**config.mk**
```make
export PLATFORM = sky130hd
export DESIGN_NAME = rv_wb_arb
export DESIGN_NICKNAME = d
export VERILOG_FILES = /design/src/rtl/rv_wb_arb_pkg.sv /design/src/rtl/rv_wb_fifo.sv /design/src/rtl/rv_wb_arb.sv
export SDC_FILE = /design/constraint.sdc
export NUM_CORES = 1
export LEC_CHECK = 0
export CAP_MARGIN = 5
export CORE_UTILIZATION = 34
export DETAILED_ROUTE_END_ITERATION = 10
export SYNTH_ARGS = -nofsm -noshare
export SYNTH_HDL_FRONTEND = slang
export SYNTH_SLANG_ARGS = --single-unit
export TNS_END_PERCENT = 100
```
**constraint.sdc**
```tcl
create_clock -name clk -period 2.3 [get_ports clk]
set_input_delay 0.345 -clock clk [delete_from_list [all_inputs] [get_ports clk]]
set_output_delay 0.345 -clock clk [all_outputs]
set_load 0.03 [all_outputs]
```
**src/rtl/rv_wb_arb_pkg.sv**
```systemverilog
// rtl/rv_wb_arb_pkg.sv - shared widths, types and helpers for the register-file write arbiter
package rv_wb_arb_pkg;

    localparam int XLEN    = 32;
    localparam int RV_NREG = 32;
    localparam int RV_REGW = 5;

    typedef logic [RV_REGW-1:0] reg_idx_t;

    typedef enum logic [1:0] {
        WB_NONE = 2'd0,
        WB_PIPE = 2'd1,
        WB_LL   = 2'd2
    } wb_src_e;

    // x0 is hardwired to zero, so it is never a real write target
    function automatic logic is_wr_target(input reg_idx_t r);
        return r != '0;
    endfunction

endpackage

```
**src/rtl/rv_wb_fifo.sv**
```systemverilog
// rtl/rv_wb_fifo.sv - synchronous FIFO holding long-latency results awaiting an RF write slot
module rv_wb_fifo #(
    parameter int DEPTH = 2,
    parameter int DW    = 37,
    parameter int CW    = $clog2(DEPTH) + 1
) (
    input  logic          clk,
    input  logic          rstn,
    input  logic          push_i,
    input  logic [DW-1:0] wdata_i,
    input  logic          pop_i,
    output logic [DW-1:0] rdata_o,
    output logic          full_o,
    output logic          empty_o,
    output logic [CW-1:0] count_o,
    output logic [CW-1:0] count_next_o
);

    localparam int PW = $clog2(DEPTH);

    logic [DW-1:0] mem_q [DEPTH];
    logic [PW-1:0] wptr_q, wptr_d;
    logic [PW-1:0] rptr_q, rptr_d;
    logic [CW-1:0] count_q, count_d;
    logic          push_ok, pop_ok;

    assign full_o  = (count_q == CW'(DEPTH));
    assign empty_o = (count_q == '0);
    assign push_ok = push_i && !full_o;
    assign pop_ok  = pop_i && !empty_o;

    // Power-of-two depth lets the pointers wrap by plain overflow
    always_comb begin
        wptr_d  = wptr_q + PW'(push_ok);
        rptr_d  = rptr_q + PW'(pop_ok);
        count_d = count_q + CW'(push_ok) - CW'(pop_ok);
    end

    always_ff @(posedge clk or negedge rstn) begin
        if (!rstn) begin
            wptr_q  <= '0;
            rptr_q  <= '0;
            count_q <= '0;
        end else begin
            wptr_q  <= wptr_d;
            rptr_q  <= rptr_d;
            count_q <= count_d;
        end
    end

    always_ff @(posedge clk) begin
        if (push_ok) begin
            mem_q[wptr_q] <= wdata_i;
        end
    end

    assign rdata_o      = mem_q[rptr_q];
    assign count_o      = count_q;
    assign count_next_o = count_d;

endmodule

```
**src/rtl/rv_wb_arb.sv**
```systemverilog
// rtl/rv_wb_arb.sv - register-file write-port arbiter with long-latency buffer and busy scoreboard
module rv_wb_arb
    import rv_wb_arb_pkg::*;
#(
    parameter int LL_DEPTH = 2,
    parameter int MXLEN    = XLEN,
    parameter int CW       = $clog2(LL_DEPTH) + 1
) (
    input  logic             clk,
    input  logic             rstn,
    input  logic             pipe_we_i,
    input  logic [4:0]       pipe_rd_i,
    input  logic [MXLEN-1:0] pipe_data_i,
    input  logic             ll_valid_i,
    output logic             ll_ready_o,
    input  logic [4:0]       ll_rd_i,
    input  logic [MXLEN-1:0] ll_data_i,
    input  logic             iss_valid_i,
    input  logic [4:0]       iss_rd_i,
    input  logic [4:0]       dec_rs1_i,
    input  logic [4:0]       dec_rs2_i,
    input  logic [4:0]       dec_rd_i,
    output logic             hz_stall_o,
    output logic [CW-1:0]    ll_pend_o,
    output logic             rf_wr_en_o,
    output logic [4:0]       rf_wr_reg_o,
    output logic [MXLEN-1:0] rf_wr_data_o
);

    localparam int DW = RV_REGW + MXLEN;

    logic [RV_NREG-1:0] busy_q, busy_d;
    logic               ready_q, ready_d;

    logic               pipe_act, push, pop;
    logic               fifo_full, fifo_empty;
    logic [DW-1:0]      head;
    reg_idx_t           head_rd;
    logic [MXLEN-1:0]   head_data;
    logic [CW-1:0]      count, count_next;
    wb_src_e            src;

    assign pipe_act = pipe_we_i && is_wr_target(pipe_rd_i);
    assign pop      = !pipe_act && !fifo_empty;
    assign push     = ll_valid_i && ready_q;

    rv_wb_fifo #(
        .DEPTH (LL_DEPTH),
        .DW    (DW),
        .CW    (CW)
    ) u_fifo (
        .clk          (clk),
        .rstn         (rstn),
        .push_i       (push),
        .wdata_i      ({ll_rd_i, ll_data_i}),
        .pop_i        (pop),
        .rdata_o      (head),
        .full_o       (fifo_full),
        .empty_o      (fifo_empty),
        .count_o      (count),
        .count_next_o (count_next)
    );

    assign head_rd   = head[DW-1 -: RV_REGW];
    assign head_data = head[MXLEN-1:0];

    // Pipeline writebacks own the port; buffered results only use idle slots
    always_comb begin
        src = WB_NONE;
        if (pipe_act) begin
            src = WB_PIPE;
        end else if (pop && is_wr_target(head_rd)) begin
            src = WB_LL;
        end
    end

    always_comb begin
        rf_wr_en_o   = 1'b0;
        rf_wr_reg_o  = '0;
        rf_wr_data_o = '0;
        case (src)
            WB_PIPE: begin
                rf_wr_en_o   = 1'b1;
                rf_wr_reg_o  = pipe_rd_i;
                rf_wr_data_o = pipe_data_i;
            end
            WB_LL: begin
                rf_wr_en_o   = 1'b1;
                rf_wr_reg_o  = head_rd;
                rf_wr_data_o = head_data;
            end
            default: ;
        endcase
    end

    // Clear before set so a re-issue to the register being retired keeps it busy
    always_comb begin
        busy_d = busy_q;
        if (pop && is_wr_target(head_rd)) begin
            busy_d[head_rd] = 1'b0;
        end
        if (iss_valid_i && is_wr_target(iss_rd_i)) begin
            busy_d[iss_rd_i] = 1'b1;
        end
        busy_d[0] = 1'b0;
    end

    assign ready_d = (count_next < CW'(LL_DEPTH));

    always_ff @(posedge clk or negedge rstn) begin
        if (!rstn) begin
            busy_q  <= '0;
            ready_q <= 1'b0;
        end else begin
            busy_q  <= busy_d;
            ready_q <= ready_d;
        end
    end

    assign hz_stall_o = busy_q[dec_rs1_i] | busy_q[dec_rs2_i] | busy_q[dec_rd_i];
    assign ll_ready_o = ready_q;
    assign ll_pend_o  = count;

    logic unused_full;
    assign unused_full = fifo_full;

endmodule

```
==> run summary, run 1 <==
The tools report the setup skew after layout as 9.71 ps. The slew at the pin closest to its max-slew limit is 558 ps. For the number of buffers created by CTS, the log shows 9. The final non-filler cell total was 869; the synthesized net count was 542. Of all nets on the critical path, the largest fanout is 3. The most used flip-flop cell after synthesis is edfxtp_1.

The biggest area contributor in the post-synthesis netlist is edfxtp_1. The hold violation count in the final report was 0. The floorplan has 46 rows. In the final layout, the multi-input gates occupy 2710 um^2. Setup violations remaining at the end of the flow were counted as 18. After technology mapping, the gate count stands at 439.

The post-route worst setup slack is -244 ps, and the initial detailed-routing violation count is 153. The run gives 0 as the hold buffer count at CTS. At the worst endpoint, the required time is 1960 ps. Setup repair after global routing could not meet its margin everywhere.

The logs give 0.570 for the share of the yosys chip area belonging to registers and 393 MHz for the timing-limited maximum frequency. The final layout contains 752 nets. For this design, the slowest cell found on the critical path is mux4_2. The setup TNS is -464 ps. The floorplan step defined a die boundary enclosing 16600 um^2. The number of antenna violations at the first check in global routing was 0; the die width was 129 um.

For the placer congestion estimate, the log shows 0.875. Antenna diode instance count: 0. The filler cells instantiated in the layout total 1323. The flip-flop and latch count after synthesis was 110. The critical path's top delay family was compound AO/OA/AOI/OAI gates.

The standard cell core area is 15800 um^2, and the count of buffer and inverter cells on the critical path is 2. The worst setup path is captured at an output port. The clock drives 110 sinks.

The portion of synthesized cell area occupied by the leading cell type works out to 0.406. Total power: 9380 uW. The run gives 0.548 as the utilization after layout.

The routed design could run at a clock period as short as 2540 ps. The die extent in y is 129 um, and the post-synthesis average cell area is 12.5 um^2. The sequential cells in the finished layout cover a total of 3120 um^2. The checks that failed: setup timing. For the number of ports placed on the die boundary, the log shows 141. By area the synthesized netlist is led by edfxtp_1 (41%), dfrtp_1 (16%), mux2i_1 (8.6%), mux4_2 (7.8%), o21ai_1 (7.3%).

The worst setup path is of the reg2out kind. The total global-route track usage was 0.200. The data arrival time of the critical path came out at 2200 ps. The number of max-capacitance violations reported is 0.

By count the netlist is led by o21ai_1 (80), edfxtp_1 (74), nand2_1 (54). The count of buffers added on input and output ports is 140. The mean routed wirelength per cell was 18.6 um. The signal on the critical path passes through buf_4 > mux4_2 > o211a_1 > a2111oi_4 > nand4_1 > buf_6. Hold is met by 409 ps. The number of global-route vias before repair was 4782; the fraction of registers with async set/reset was 0.327. The first TritonRoute pass finished after 4 iterations. TritonCTS built the clock tree. The tools report the clock root buffer as clkbuf_16. The H-tree generated during clock tree synthesis spans 3 levels. The tools report the headroom to the max-slew limit as 0.624. The buffer depth of the longest clock path is 2, and the share of the cycle needed by the critical path after routing is 1.11. The worst-case IR drop observed on VDD is 0.586 mV. The synthesized design contains 74 enable-type register cells.

After clock tree synthesis, the clock-pin slew on the worst setup and hold paths is 70 ps. The layout overhead on the synthesized area works out to 58.2%. STA classifies the critical path startpoint as a register. Initial cell density of the core: 0.346. The logs give 11400 um for the estimated wirelength of the detail-placed design and 0 for the count of warnings emitted by yosys. Including well taps, the total number of placed cells is 833. The number of distinct library cells after synthesis was 47; the total power per unit cell area was 1080 nW/um^2.

The fraction of layout instances using a drive strength above 1 is 0.348, and the netlist area before placement is 5480 um^2. For this run, the slowest stage of the critical path takes 460 ps. The count of nets left with antenna violations once routing finished came out at 0. Latest clock arrival within the worst-skew pair: 350 ps.

The tools report the number of max-slew violations in the final report as 0. Entering global routing, the biggest net connects 38 pins. The logs give 0 for the total global routing overflow and 0.00331 uW for the leakage power total.

The number of vias in the routed layout is 4514. The flow ran to the end, but the final reports show violations. The run gives 0 as the number of DRC violations after detailed routing.

In the post-synthesis netlist, the cell with the most instances is o21ai_1. Using the TritonRoute via totals, the vias-per-cell ratio works out to 5.19. The tools report the first-pass GRT wire length as 24600 um.

Worst hold path class: in2async. The tools report the total wire length as 16100 um.
metal layers:
metal,GRT usage,vias up,wire length (um)
met3,0.0516,24,1030
met1,0.234,2248,6580
li1,-,2093,-
met4,0.0969,0,384
met5,0,-,0
met2,0.342,149,8140
path summary, 6_finish.rpt:
kind | slack [ps] | from | to | depth (start not counted)
setup / recovery | -240 | busy_q[21]$_DFF_PN0_ | hz_stall_o | 6
hold / removal | 410 | rstn | ll_ready_o$_DFF_PN0_ | 2
setup reg to reg | 170 | u_fifo.rptr_q$_DFF_PN0_ | busy_q[5]$_DFF_PN0_ | 7
hold reg to reg | 610 | busy_q[26]$_DFF_PN0_ | busy_q[26]$_DFF_PN0_ | 2
max in group asynchronous | 1550 | rstn | u_fifo.rptr_q$_DFF_PN0_ | 2
min in group clk | 570 | ll_data_i[24] | u_fifo.mem_q[0][24]$_DFFE_PP_ | 1
where the power goes:
part | internal (uW) | switching (uW)
Clock | 760 | 748
Sequential | 2730 | 407
Combinational | 2320 | 2410
Total | 5810 | 3570
layout by cell type (no fill, tap or decap), types with 3 or more instances in the layout:
cell type         n
nand2_1          52
nor2_1            6
mux2i_2           5
inv_1             9
buf_12           12
edfxtp_1         74
clkdlybuf4s50_1  92
dlygate4sd2_1     5
mux2i_1          42
or3_4             3
o21ai_4          33
o21ai_1          47
mux2_2            4
buf_16            3
dfrtp_1          35
a21oi_1           3
nand3_1           3
o21ai_0          18
buf_4            64
clkbuf_16         9
inv_6             3
nand3b_1          8
buf_6            38
mux4_2           19
xnor2_1           3
nor2b_1           3
nor3b_1           3
o21ai_2           3
logic make-up (layout without fill, tap and decap cells):
| group | Yosys count | in the layout | synth area share |
|---|---|---|---|
| adders and majority gates | 4 | 4 | 0.00914 |
| xor gates and xnor gates | 3 | 3 | 0.00480 |
| muxes | 70 | 70 | 0.172 |
| AOI/OAI and AO/OA | 122 | 122 | 0.124 |
| and+or+nand+nor | 101 | 101 | 0.0957 |
| buffers and inverters | 29 | 243 | 0.0242 |
| DFF | 110 | 110 | 0.570 |
final cells by class:
class | count | area share
clock buffers | 9 | 0.0260
well taps | 216 | 0.0312
clock inverters | 6 | 0.00722
flip-flops and latches | 110 | 0.361
multi-input cells | 300 | 0.312
repair buffers | 218 | 0.258
inverters | 10 | 0.00433
what timing repair did:
action / CTS / global route
pin swaps: 28 / 10
gates cloned: 4 / 0
resized for setup: 107 / 17
buffers inserted: 16 / 3
setup endpoints to repair: 40 / 44
stage by stage:
step           cell area, um^2  setup slack [ps]
2_1_floorplan             5740              -123
3_3_place_gp              7760              -931
3_5_place_dp              7760              -928
4_1_cts                   8600              -266
5_1_grt                   8670              -339
6_report                  8670              -244
registers in the layout (all words and copies together), names as in the netlist:
name / flops
u_fifo.count_o: 2
busy_q: 31
u_fifo.wptr_q: 1
u_fifo.rptr_q: 1
ll_ready_o: 1
u_fifo.mem_q: 74
Note: power is estimated with default switching activity, not from simulation.
==> run 2, diff against run 1 <==
--- a/config.mk
+++ b/config.mk
@@ -5,6 +5,7 @@
 export SDC_FILE = /design/constraint.sdc
 export NUM_CORES = 1
 export LEC_CHECK = 0
+export ABC_AREA = 1
 export CAP_MARGIN = 5
 export CORE_UTILIZATION = 34
 export DETAILED_ROUTE_END_ITERATION = 10
==> run 2 against run 1 <==
Clock power about the same. Sequential power about the same. Via count is 16% higher. Wire length rose by 1.5%. The flow still finishes with violations (setup timing). First-iteration DRC count increased by 120%. Combinational power is 8.2% lower. Synthesized area up 7.5%.
==> run summary, run 2 <==
The run finished, with violations left. The final reports fail on setup timing. The prevailing post-synth register cell is edfxtp_1. The tools report the hold violation count in the final report as 0 (unchanged).

Fraction of layout instances using a drive strength above 1: 0.251 (-0.0970). Setup repair after global routing could not meet its margin everywhere. The setup skew after layout is 7.11 ps (-2.60 ps), and the length of the first detailed-routing pass in iterations is 5 (+1).

The timing-limited maximum frequency was 434 MHz (+11%); the number of synthesized flops with an enable pin was 74 (unchanged). The initial detailed-routing violation count was 334 (+120%); the antenna diode instance count was 0 (unchanged). The critical path depth works out to 11 (+5). The flip-flop count of the largest register after layout is 74 (unchanged), and the maximum level of the CTS H-tree is 3 (unchanged). The most frequent cell after synthesis is nand2_1.

The critical path starts at u_fifo.rptr_q$_DFF_PN0_. For the buffer depth of the longest clock path, the log shows 2 (unchanged). On the critical path, the stage with the largest delay is an instance of dfrtp_2. The synthesized design spends more area on one cell type than any other, namely edfxtp_1. The run gives 38 (unchanged) as the pin count of the biggest net entering global routing. The share of the cycle needed by the critical path after routing was 1.00 (-0.105); the total global routing overflow was 0 (unchanged). The estimated wirelength of the detail-placed design was 11500 um (+0.64%); the headroom to the max-slew limit was 0.647 (+0.0229). Minimum clock period: 2300 ps (-242 ps).

Critical path class: reg2out. The total power per unit cell area was 1050 nW/um^2 (-3.0%). For the number of antenna violations at the first check in global routing, the log shows 0 (unchanged). The worst slack at placement came out at -118 ps (+810 ps). The tools report the startpoint class of the critical path as a register.

The number of distinct library cells after synthesis came out at 25 (-47%). The fraction of registers with async set/reset is 0.327 (unchanged), and the latest clock arrival within the worst-skew pair is 340 ps (about the same). The number of nets at the end of the flow is 964 (+28%), and the layout overhead on the synthesized area is 46.0%. Most flop-heavy register: u_fifo.mem_q. The data required time at the worst endpoint was 1960 ps (about the same); the number of global-route vias before repair was 5046 (+5.5%). The standard cell core area is 16800 um^2 (+5.9%), and the placer congestion estimate is 0.868 (-0.75%). The cell that appears most often on the critical path is nand2_1.

For the setup TNS, the log shows -1.92 ps (+463 ps). Leaving out fill and tap cells, the most frequent cell in the layout is nand2_1. The run gives -1.92 ps (+242 ps) as the post-route worst setup slack.

The mean routed wirelength per cell works out to 15.1 um (-19%). TritonCTS built the clock tree. The die width is 134 um (+3.6%), and the worst reg-to-reg setup slack is 340 ps (+170 ps).

The number of DRC violations after detailed routing was 0 (unchanged); the worst ir drop on vdd was 0.674 mV (+15%). The tools report the count of nets left with antenna violations after detail routing as 0 (unchanged). Clock root buffer: clkbuf_16.

Count of warnings emitted by yosys: 0 (unchanged). The portion of synthesized cell area occupied by the leading cell type is 0.377 (-0.0283), and the data arrival time of the critical path is 1960 ps (-240 ps). For the post-synthesis instance total, the log shows 684 (+56%). The run gives 787 (+45%) as the synthesized net count. The post-synthesis average cell area is 8.61 um^2 (-31%). Number of cells in the design after placement: 1047 (+26%).

The path depth of the worst reg2reg path was 9 (+2); the overall die area was 17800 um^2 (+7.4%). The number of buffers created by CTS came out at 9 (unchanged). The logs give 1 (-17) for the number of failing setup endpoints in the final timing report and 141 (unchanged) for the number of ports placed on the die boundary. Traced cell by cell, the critical path runs through buf_8 > o21ai_4 > inv_2 > nor2_4 > nand2_2 > nand2_4 > clkinv_8 > clkbuf_16 > nand2_1 > nand2_1 > buf_6. The flip-flop and latch count after synthesis was 110 (unchanged).

The endpoint identified for the worst register-to-register timing path is u_fifo.count_o[1]$_DFF_PN0_. The cell family contributing the most delay on the critical path is buffers and inverters. The run gives 16400 um (+1.5%) as the total wire length.

The count of clock tree sinks is 110 (unchanged). Following the worst setup path forward leads to its endpoint at rf_wr_data_o[4]. The final non-filler cell total was 1086 (+25%).

In the post-synthesis netlist, the biggest area contributors are edfxtp_1 (38%), nand2_1 (17%), dfrtp_1 (15%), nand3_1 (10%), mux2_2 (6.1%). The number of vias in the routed layout came out at 5240 (+16%). In the layout the commonest cells are nand2_1 (208), nand3_1 (119), clkdlybuf4s50_1 (96). The slew at the pin closest to its max-slew limit was 526 ps (-32.5 ps). The netlist area before placement is 5890 um^2 (+7.5%).

The number of core rows was 47 (+2.2%). The worst flop-to-flop path startpoint is u_fifo.count_o[1]$_DFF_PN0_. For the total global-route track usage, the log shows 0.181 (-0.0192).

The leakage power total is 0.00376 uW (+14%), and the number of max-slew violations in the final report is 0 (unchanged). The largest stage delay on the critical path works out to 410 ps (-50 ps). STA classifies the critical path endpoint as an output port. The vias per cell works out to 4.83 (-7.1%). The die extent in y is 134 um (+3.6%). The run gives 0.351 (+0.00524) as the initial cell density of the core. The first-pass GRT wire length was 25400 um (+3.1%).

By count the netlist is led by nand2_1 (261), nand3_1 (119), edfxtp_1 (74). The count of buffers inserted at the top-level ports was 140 (unchanged). The largest fanout on the critical path was 8 (+5); the CTS clock-pin slew for the worst setup and hold paths was 70 ps (about the same).

The count of buffer and inverter cells on the critical path was 5 (+3). The worst hold path belongs to the class in2async. The number of max-capacitance violations reported was 0 (unchanged); the share of the yosys chip area belonging to registers was 0.530 (-0.0398).
-- run 2: cell types whose count changed in the layout (fill, tap and decap cells not counted), moves of 22 or more --
cell	change
nand2_2	+33
o21ai_4	-28
o21ai_1	-43
nand2_4	+22
nand3_1	+116
mux2_2	+28
mux2i_1	-42
nand2_1	+156
inv_1	+36
-- run 2: routing by layer --
| metal | wire length [um] | up-vias | global-route usage |
|---|---|---|---|
| met4 | 193 | 0 | 0.0486 |
| met3 | 1170 | 13 | 0.0460 |
| met1 | 7070 | 2419 | 0.230 |
| li1 | - | 2643 | - |
| met5 | 0 | - | 0 |
| met2 | 7960 | 165 | 0.304 |
-- run 2: timing repair --
item | 4_1_cts | 5_1_grt
cloned | 2 | 4
buffers inserted | 13 | 5
pin swaps | 7 | 13
resized for setup | 33 | 114
setup endpoints to repair | 37 | 39
hold buffers | 0 | 0
hold endpoints to repair | 0 | 0
-- run 2: cell type report --
type | count | area [um^2]
Clock buffer | 12 | 246
Clock inverter | 4 | 46.3
Fill cell | 1580 | 8170
Inverter | 53 | 223
Multi-Input combinational cell | 493 | 2730
Sequential cell | 110 | 3120
Tap cell | 220 | 275
Timing Repair Buffer | 191 | 1930
Timing Repair inverter | 3 | 22.5
-- run 2: cell families (layout without fill, tap and decap cells) --
kind of cell | after synthesis | count (layout) | share of synthesized area
compound gates | 40 | 40 | 0.0376
xor+xnor | 3 | 3 | 0.00446
fa+ha+maj | 4 | 4 | 0.00850
buf+inv | 81 | 263 | 0.0580
flops | 110 | 110 | 0.530
mux | 32 | 32 | 0.0612
simple gates | 414 | 414 | 0.300
-- run 2: worst min path at each step --
stage / endpoint / depth (start not counted)
2_1_floorplan: busy_q[10]$_DFF_PN0_ / 0
3_3_place_gp: busy_q[2]$_DFF_PN0_ / 2
3_5_place_dp: busy_q[2]$_DFF_PN0_ / 2
4_1_cts: u_fifo.wptr_q$_DFF_PN0_ / 2
5_1_grt: u_fifo.count_o[0]$_DFF_PN0_ / 2
6_report: u_fifo.count_o[0]$_DFF_PN0_ / 2
-- run 2: report_power, final --
part           leakage [uW]  internal [uW]  switching, uW
logic               0.00251           1870           2480
clock network      0.000140            870            673
registers           0.00111           2720            404
total               0.00376           5460           3560
-- run 2: metrics by stage --
| stage | util | hold WS (ps) | power, uW | area (um^2) |
|---|---|---|---|---|
| finish | 0.513 | 421 | 9020 | 8590 |
| global route | 0.513 | 490 | 9570 | 8590 |
| CTS | 0.485 | 437 | 8520 | 8140 |
| detailed placement | 0.453 | 479 | 6670 | 7600 |
| global placement | 0.453 | 465 | 6650 | 7600 |
| floorplan | - | 49.4 | 5350 | 5890 |
==> run 3, diff against run 2 <==
--- a/config.mk
+++ b/config.mk
@@ -12,4 +12,3 @@
 export SYNTH_ARGS = -nofsm -noshare
 export SYNTH_HDL_FRONTEND = slang
 export SYNTH_SLANG_ARGS = --single-unit
-export TNS_END_PERCENT = 100
==> results of run 3 <==
The final DEF is identical to that of run 2; final timing and power are the same.
